File: src/rtl/decode_issue_if.sv
// Handshake and ALU-side bus between the instruction producer/ALU and decode_issue.
interface decode_issue_if #(parameter int DSIZE = 16);
   logic [15:0]      instr;
   logic             instr_valid;
   logic             instr_ready;
   logic [DSIZE-1:0] alu_out;
   logic [2:0]       alu_flag;
   logic [DSIZE-1:0] A;
   logic [DSIZE-1:0] B;
   logic [2:0]       op;
   logic [3:0]       imm;
   logic             FlagEn;
   logic [2:0]       lastFlag;
   logic             err;

   modport master (
      output instr, instr_valid, alu_out, alu_flag,
      input  instr_ready, A, B, op, imm, FlagEn, lastFlag, err
   );

   modport slave (
      input  instr, instr_valid, alu_out, alu_flag,
      output instr_ready, A, B, op, imm, FlagEn, lastFlag, err
   );
endinterface

File: src/rtl/decode_issue.sv
// Decode/issue stage with local register file, RAW hazard stall and optional bypass.
// Define DECODE_ISSUE_FWD_EN to bypass alu_out into operands; otherwise stall until writeback.
module decode_issue #(
   parameter int DSIZE = 16,
   parameter int NREG  = 16
) (
   input logic           clk,
   input logic           rst_n,
   decode_issue_if.slave bus_if
);
   localparam logic [2:0] OP_ADD = 3'd0;

   logic [DSIZE-1:0] rf_q [NREG];
   logic [DSIZE-1:0] a_q, a_d, b_q, b_d;
   logic [2:0]       op_q, op_d;
   logic [3:0]       imm_q, imm_d;
   logic             flag_en_q, flag_en_d;
   logic             ex_v_q, ex_v_d, wb_v_q;
   logic [3:0]       ex_rd_q, ex_rd_d, wb_rd_q;
   logic             err_q, err_d;

   logic [3:0]       opc, rd, rs, rt;
   logic             is_rsv, uses_rt;
   logic             haz_rs, haz_rt, stall, accept, issue;
   logic [DSIZE-1:0] opnd_rs, opnd_rt;

   always_comb begin
      opc     = bus_if.instr[15:12];
      rd      = bus_if.instr[11:8];
      rs      = bus_if.instr[7:4];
      rt      = bus_if.instr[3:0];
      is_rsv  = opc[3];
      uses_rt = (opc[3:2] == 2'b00);

      haz_rs = (rs != 4'd0) && ex_v_q && (rs == ex_rd_q);
      haz_rt = uses_rt && (rt != 4'd0) && ex_v_q && (rt == ex_rd_q);
`ifndef DECODE_ISSUE_FWD_EN
      // Without bypass the result is only usable once it lands in the register file.
      haz_rs = haz_rs || ((rs != 4'd0) && wb_v_q && (rs == wb_rd_q));
      haz_rt = haz_rt || (uses_rt && (rt != 4'd0) && wb_v_q && (rt == wb_rd_q));
`endif
      // Reserved opcodes read no operands, so they never wait on a hazard.
      stall  = bus_if.instr_valid && !is_rsv && (haz_rs || haz_rt);
      accept = bus_if.instr_valid && !stall;
      issue  = accept && !is_rsv;
   end

   always_comb begin
      opnd_rs = rf_q[rs];
      opnd_rt = rf_q[rt];
`ifdef DECODE_ISSUE_FWD_EN
      // Bypass beats the register file, including the write landing on this same edge.
      if (wb_v_q && (rs != 4'd0) && (rs == wb_rd_q)) opnd_rs = bus_if.alu_out;
      if (wb_v_q && (rt != 4'd0) && (rt == wb_rd_q)) opnd_rt = bus_if.alu_out;
`endif
   end

   always_comb begin
      a_d       = issue ? opnd_rs : '0;
      b_d       = (issue && uses_rt) ? opnd_rt : '0;
      op_d      = issue ? opc[2:0] : OP_ADD;
      imm_d     = (issue && !uses_rt) ? rt : 4'd0;
      flag_en_d = issue && uses_rt;
      ex_v_d    = issue && (rd != 4'd0);
      ex_rd_d   = ex_v_d ? rd : 4'd0;
      err_d     = err_q || (accept && is_rsv);
   end

   always_ff @(posedge clk or negedge rst_n) begin
      if (!rst_n) begin
         a_q       <= '0;
         b_q       <= '0;
         op_q      <= OP_ADD;
         imm_q     <= 4'd0;
         flag_en_q <= 1'b0;
         ex_v_q    <= 1'b0;
         ex_rd_q   <= 4'd0;
         wb_v_q    <= 1'b0;
         wb_rd_q   <= 4'd0;
         err_q     <= 1'b0;
      end else begin
         a_q       <= a_d;
         b_q       <= b_d;
         op_q      <= op_d;
         imm_q     <= imm_d;
         flag_en_q <= flag_en_d;
         ex_v_q    <= ex_v_d;
         ex_rd_q   <= ex_rd_d;
         wb_v_q    <= ex_v_q;
         wb_rd_q   <= ex_rd_q;
         err_q     <= err_d;
      end
   end

   always_ff @(posedge clk or negedge rst_n) begin
      if (!rst_n) begin
         for (int i = 0; i < NREG; i++) rf_q[i] <= '0;
      end else if (wb_v_q && (wb_rd_q != 4'd0)) begin
         rf_q[wb_rd_q] <= bus_if.alu_out;
      end
   end

   assign bus_if.instr_ready = !stall;
   assign bus_if.A           = a_q;
   assign bus_if.B           = b_q;
   assign bus_if.op          = op_q;
   assign bus_if.imm         = imm_q;
   assign bus_if.FlagEn      = flag_en_q;
   assign bus_if.lastFlag    = bus_if.alu_flag;
   assign bus_if.err         = err_q;
endmodule

File: src/flat_wrapper.sv
// flat-port wrapper written by rule: the top's interface ports become plain ports
module decode_issue_flat 
#(
   parameter int DSIZE = 16,
   parameter int NREG  = 16
)
  (clk, rst_n, bus_if_instr, bus_if_instr_valid, bus_if_alu_out, bus_if_alu_flag, bus_if_instr_ready, bus_if_A, bus_if_B, bus_if_op, bus_if_imm, bus_if_FlagEn, bus_if_lastFlag, bus_if_err);
  decode_issue_if #(.DSIZE(DSIZE)) bus_if_i ();
  input logic clk;
  input logic rst_n;
  input wire logic [$bits(bus_if_i.instr)-1:0] bus_if_instr;
  input wire logic [$bits(bus_if_i.instr_valid)-1:0] bus_if_instr_valid;
  input wire logic [$bits(bus_if_i.alu_out)-1:0] bus_if_alu_out;
  input wire logic [$bits(bus_if_i.alu_flag)-1:0] bus_if_alu_flag;
  output wire logic [$bits(bus_if_i.instr_ready)-1:0] bus_if_instr_ready;
  output wire logic [$bits(bus_if_i.A)-1:0] bus_if_A;
  output wire logic [$bits(bus_if_i.B)-1:0] bus_if_B;
  output wire logic [$bits(bus_if_i.op)-1:0] bus_if_op;
  output wire logic [$bits(bus_if_i.imm)-1:0] bus_if_imm;
  output wire logic [$bits(bus_if_i.FlagEn)-1:0] bus_if_FlagEn;
  output wire logic [$bits(bus_if_i.lastFlag)-1:0] bus_if_lastFlag;
  output wire logic [$bits(bus_if_i.err)-1:0] bus_if_err;
  assign bus_if_i.instr = bus_if_instr;
  assign bus_if_i.instr_valid = bus_if_instr_valid;
  assign bus_if_i.alu_out = bus_if_alu_out;
  assign bus_if_i.alu_flag = bus_if_alu_flag;
  assign bus_if_instr_ready = bus_if_i.instr_ready;
  assign bus_if_A = bus_if_i.A;
  assign bus_if_B = bus_if_i.B;
  assign bus_if_op = bus_if_i.op;
  assign bus_if_imm = bus_if_i.imm;
  assign bus_if_FlagEn = bus_if_i.FlagEn;
  assign bus_if_lastFlag = bus_if_i.lastFlag;
  assign bus_if_err = bus_if_i.err;
  decode_issue #(.DSIZE(DSIZE), .NREG(NREG)) u_core (.clk(clk), .rst_n(rst_n), .bus_if(bus_if_i));
endmodule
File: config.mk
export PLATFORM = sky130hd
export DESIGN_NAME = decode_issue_flat
export DESIGN_NICKNAME = d
export VERILOG_FILES = /design/src/rtl/decode_issue_if.sv /design/src/rtl/decode_issue.sv /design/src/flat_wrapper.sv
export SDC_FILE = /design/constraint.sdc
export NUM_CORES = 1
export LEC_CHECK = 0
export CAP_MARGIN = 20
export CORE_ASPECT_RATIO = 0.9
export CORE_UTILIZATION = 36
export DETAILED_ROUTE_END_ITERATION = 10
export PLACE_DENSITY = 0.65
export SYNTH_ARGS = -nofsm -noshare
export SYNTH_HDL_FRONTEND = slang
export SYNTH_SLANG_ARGS = --single-unit
File: constraint.sdc
create_clock -name clk -period 1.85 [get_ports clk]
set_clock_uncertainty 0.15 [all_clocks]
set_input_delay 0.37 -clock clk [delete_from_list [all_inputs] [get_ports clk]]
set_output_delay 0.37 -clock clk [all_outputs]
set_load 0.02 [all_outputs]
# After elaboration in Yosys (flattened, before gate mapping)
# Cells that the tools add are included.
# totals
ff_bits	307
# op_classes
magnitude_cmp	4
n_eq_ne	4
muxes	14
bitwise_logic	3
n_reduce_logical	31
# ops
operator	n
$bwmux W256	1
$bmux W16 S4	2
$mux W16	7
$demux W16 S4	1
$logic_and A1 B1 Y1	19
$eq A4 B4 Y1	4
$reduce_bool A4 Y1	4
$ge A5 B5 Y1 const B	3
$not A4 Y5	3
$mux W4	2
$lt A5 B1 Y1 const B	1
$logic_or A1 B1 Y1	4
$logic_not A1 Y1	3
$mux W3	1
$logic_not A2 Y1	1

# Longest topological paths before layout
# depth
word_depth	12
ltp_mapped	8
mapped_depth_nobuf	5

# Least setup slack after synthesis
# OpenSTA, ideal clock, no wires.
# synth_timing
path_kind	input to output
from	input bus_if_instr[0]
to	output bus_if_instr_ready
t_arrival_ns	1.621
required_time_ns	1.330
path_slack_ns	-0.291
path_stages	7
path_buffers	2
cell_sequence	buf_6 -> buf_8 -> xor2_1 -> nor3_1 -> nand4_1 -> nand2_1 -> o21ai_0
# synth_between
elab_chain_cells	8
word_cells_on_any_way	12
cone_classes	2 x eq/ne; 10 x reduce/logical
# synth_rtl
item	line	text
start: declaration	flat_wrapper.sv:11	input wire logic [$bits(bus_if_i.instr)-1:0] bus_if_instr;
$reduce_bool A4 Y1	decode_issue.sv:36, decode_issue.sv:40	
$logic_and A1 B1 Y1	decode_issue.sv:36, decode_issue.sv:40	
$logic_and A1 B1 Y1, on equally long branches (2 in a row)	decode_issue.sv:36, decode_issue.sv:40	
$logic_or A1 B1 Y1 *	decode_issue.sv:40	haz_rt = haz_rt || (uses_rt && (rt != 4'd0) && wb_v_q && (rt == wb_rd_q));
$logic_or A1 B1 Y1 *	decode_issue.sv:43	stall = bus_if.instr_valid && !is_rsv && (haz_rs || haz_rt);
$logic_and A1 B1 Y1 *	decode_issue.sv:43	
$logic_not A1 Y1 *	decode_issue.sv:103	assign bus_if.instr_ready = !stall;
end: declaration	flat_wrapper.sv:15	output wire logic [$bits(bus_if_i.instr_ready)-1:0] bus_if_instr_ready;
# Every way passes the cells marked *; elsewhere a longest branch is shown, timed or not.

# Final worst setup path
# layout_timing
from	input bus_if_instr[3]
to	output bus_if_instr_ready
# Same word-level chain as after synthesis.

==> impl_metrics.toml <==
[clock_tree]
tritoncts = "done"
insertion_delay_ns = 0.55
buffer_depth_of_the_longest_clock_path = 3
depth_of_the_cts_h_tree = 2
path_clk_slew_ns = 0.06
cts_root_buf = "sky130_fd_sc_hd__clkbuf_16"
cts_buffers = 34
clkSinkCount = 307

[sta]
setup_violations = 267
timing_hold_violations_final = 0
slew-limit-headroom = 0.523
finalSetupTns_ns = -31.41
maxClockFrequency_mhz = 424
timing_max_transition_violations_final = 0
finalWorstPathRequiredPeriod_ns = 2.36
grt_setup_unrepaired = "yes"
fin_hold_ws_ns = 0.172
final_min_period_over_clock_period = 1.28
worst_pin_slew_ns = 0.715
final_critical_path_setup_slack_ns = -0.509

[route]
detailedRoute.firstPassIterationCount = 5
avgViaCountPerCell = 5.74
drc_errors = 0
postRouteAntennaNets = 0
drtIter0Drc = 866
detail_route.wirelength_mm = 45.3
route.vias.total = 10147
avgRoutedWirePerCell_um = 25.6

[pwr]
power_density_nw_per_um2 = 843
design_power_total_mw = 17.1
max-vdd-ir-drop_mv = 0.615
power.static_leakage_nw = 9.09

[synthesis]
synth_warnings = 0
ys_dominant_reg_cell = "sky130_fd_sc_hd__dfrtp_1"
postSynthNetCount = 1077
synth_largest_type_area_fraction = 0.494
ys_ff_latch = 307
netlist_instances = 1039
ys_seq_area_frac = 0.494
count_of_unique_library_cells_instantiated_by_yosys = 45
asyncSetResetFlopFracSynth = 1.00
synthTopCellsByCount = "sky130_fd_sc_hd__dfrtp_1 (307), sky130_fd_sc_hd__mux2_2 (240), sky130_fd_sc_hd__mux2i_1 (84), sky130_fd_sc_hd__mux4_2 (73), sky130_fd_sc_hd__clkbuf_1 (46)"
synth.largest_area_cell = "sky130_fd_sc_hd__dfrtp_1"
syn_area_per_cell_um2 = 15.0
netlist_area_um2 = 15500
yosysMostFrequentCell = "sky130_fd_sc_hd__dfrtp_1"
netlist_top_cells_area = "sky130_fd_sc_hd__dfrtp_1 (49%), sky130_fd_sc_hd__mux2_2 (17%), sky130_fd_sc_hd__mux4_2 (11%)"
synth-edff-count = 0

[finish]
design_area_um2 = 20300
design.final.nets = 1233
finish.utilization = 0.481
antennaDiodeCount = 0
area_growth_pct = 30.7
final_cell_count_no_fill = 1768
drive_above_1_share = 0.518

[setup_path]
critical_path.slowest_cell = "sky130_fd_sc_hd__clkdlybuf4s50_1"
cp-start-kind = "input port"
worst_ep_arrival_time_ns = 1.84
r2r_cells = 7
timing.rr.end = "u_core.rf_q[174]"
timing.critical_path.from = "bus_if_instr[3]"
worstPathMaxFanout = 4
cpPeakStageDelay_ns = 0.57
cp_data_required_time_ns = 1.33
setup.worst_path.class = "input port to output pin"
critical_path.endpoint_type = "output pin"
r2r_setup_slack_ns = -0.23
crit-reg2reg-launch = "u_core.wb_rd_q[3]"
worstPathCellList = "clkdlybuf4s50_1, nor4_1, nor3_1, nand4_1, nand2_1, o21ai_2, buf_6"

[placement]
place_area_um2 = 17800
dp_slack_ns = -0.981
dp_hpwl_mm = 28.0
routabilityCongestion = 0.817
io_buffers = 76
placed_cells_incl_taps = 1686

[floorplan]
rows = 71
dieWidth_um = 221
fp.dieH_um = 199
design.portCount = 83
core-area_um2 = 42200
floorplan.die_area_um2 = 44000
initial_utilization = 0.368

[grt]
wire_length_of_the_first_global_routing_pass_mm = 68.3
grt_antenna_before_repair = 0
track_usage = 0.207
grt_pass1_vias = 10774
grt_max_degree = 55
grt.overflow.total = 0

[run]
cap_violations = 0

[status]
violations = "negative setup slack"
status = "finished, violations left"

[min_path]
holdCritPathClass = "input port to asynchronous set/reset pin"
registers in the layout, indices dropped and copies added, names as in the netlist:
name,count
u_core.bus_if.A,16
u_core.bus_if.B,16
u_core.bus_if.FlagEn,1
u_core.bus_if.err,1
u_core.bus_if.imm,4
u_core.bus_if.op,3
u_core.ex_rd_q,4
u_core.ex_v_q,1
u_core.rf_q,256
u_core.wb_rd_q,4
u_core.wb_v_q,1
layer usage:
layer	vias up	GRT usage	share of wire
li1	4271	-	-
met1	5418	0.280	0.44
met2	378	0.330	0.47
met3	80	0.0446	0.063
met4	0	0.0728	0.023
met5	-	0	0
cells by family after synthesis:
logic type / Yosys count / synth area share
compound gates: 91 / 0.0425
simple gates: 87 / 0.0384
xor+xnor: 14 / 0.00789
flops: 307 / 0.494
buf+inv: 119 / 0.0427
mux: 421 / 0.374
worst max-delay path: cells and delay by family:
kind | cells | cell delay, ns
buffers and inverters | 2 | 0.70
AND/OR/NAND/NOR | 4 | 0.67
AO/OA/AOI/OAI | 1 | 0.08
worst max-delay path by stage:
| stage | cells after the start | slack (ns) | endpoint |
|---|---|---|---|
| floorplan | 5 | -0.12 | u_core.bus_if.B[0] |
| global placement | 6 | -1.00 | bus_if_instr_ready |
| detailed placement | 6 | -0.98 | bus_if_instr_ready |
| CTS | 6 | -0.49 | bus_if_instr_ready |
| global route | 6 | -0.56 | bus_if_instr_ready |
| finish | 7 | -0.51 | bus_if_instr_ready |
final cells by class:
type	instances	area (um2)
clock buffer	47	960
tap	547	684
multi-input combinational	613	8220
clock inverter	15	121
fill	3520	21900
timing repair buffer	229	2610
sequential	307	7680
inverter	10	37.5
placed cells by master, fill, tap and decap left out, types with 7 or more instances in the layout:
| cell type | count |
|---|---|
| sky130_fd_sc_hd__clkbuf_1 | 7 |
| sky130_fd_sc_hd__clkbuf_16 | 36 |
| sky130_fd_sc_hd__clkinv_2 | 10 |
| sky130_fd_sc_hd__buf_6 | 22 |
| sky130_fd_sc_hd__dlygate4sd2_1 | 44 |
| sky130_fd_sc_hd__a21oi_1 | 21 |
| sky130_fd_sc_hd__mux2_2 | 82 |
| sky130_fd_sc_hd__mux2_4 | 158 |
| sky130_fd_sc_hd__clkdlybuf4s50_1 | 26 |
| sky130_fd_sc_hd__dfrtp_1 | 306 |
| sky130_fd_sc_hd__nor2_4 | 14 |
| sky130_fd_sc_hd__nor2b_4 | 12 |
| sky130_fd_sc_hd__o22ai_1 | 14 |
| sky130_fd_sc_hd__nor3_4 | 17 |
| sky130_fd_sc_hd__buf_8 | 8 |
| sky130_fd_sc_hd__o221ai_1 | 42 |
| sky130_fd_sc_hd__mux2i_1 | 84 |
| sky130_fd_sc_hd__buf_12 | 44 |
| sky130_fd_sc_hd__o22ai_2 | 8 |
| sky130_fd_sc_hd__inv_1 | 7 |
| sky130_fd_sc_hd__mux4_2 | 93 |
| sky130_fd_sc_hd__buf_4 | 78 |
power by group:
| part | internal [mW] | switching [mW] | total (mW) |
|---|---|---|---|
| clock | 3.80 | 2.85 | 6.64 |
| sequential | 7.31 | 0.437 | 7.75 |
| combinational | 1.52 | 1.21 | 2.73 |
repair_timing:
item                                    in CTS  in global routing
hold buffers                                 1                  0
pin swaps                                   14                 25
cloned                                       7                  2
endpoints found under the setup margin     275                286
setup buffers                               34                  8
resized for setup                          183                185
endpoints found under the hold margin      254                  0
Power figures use the tool's default switching activity.
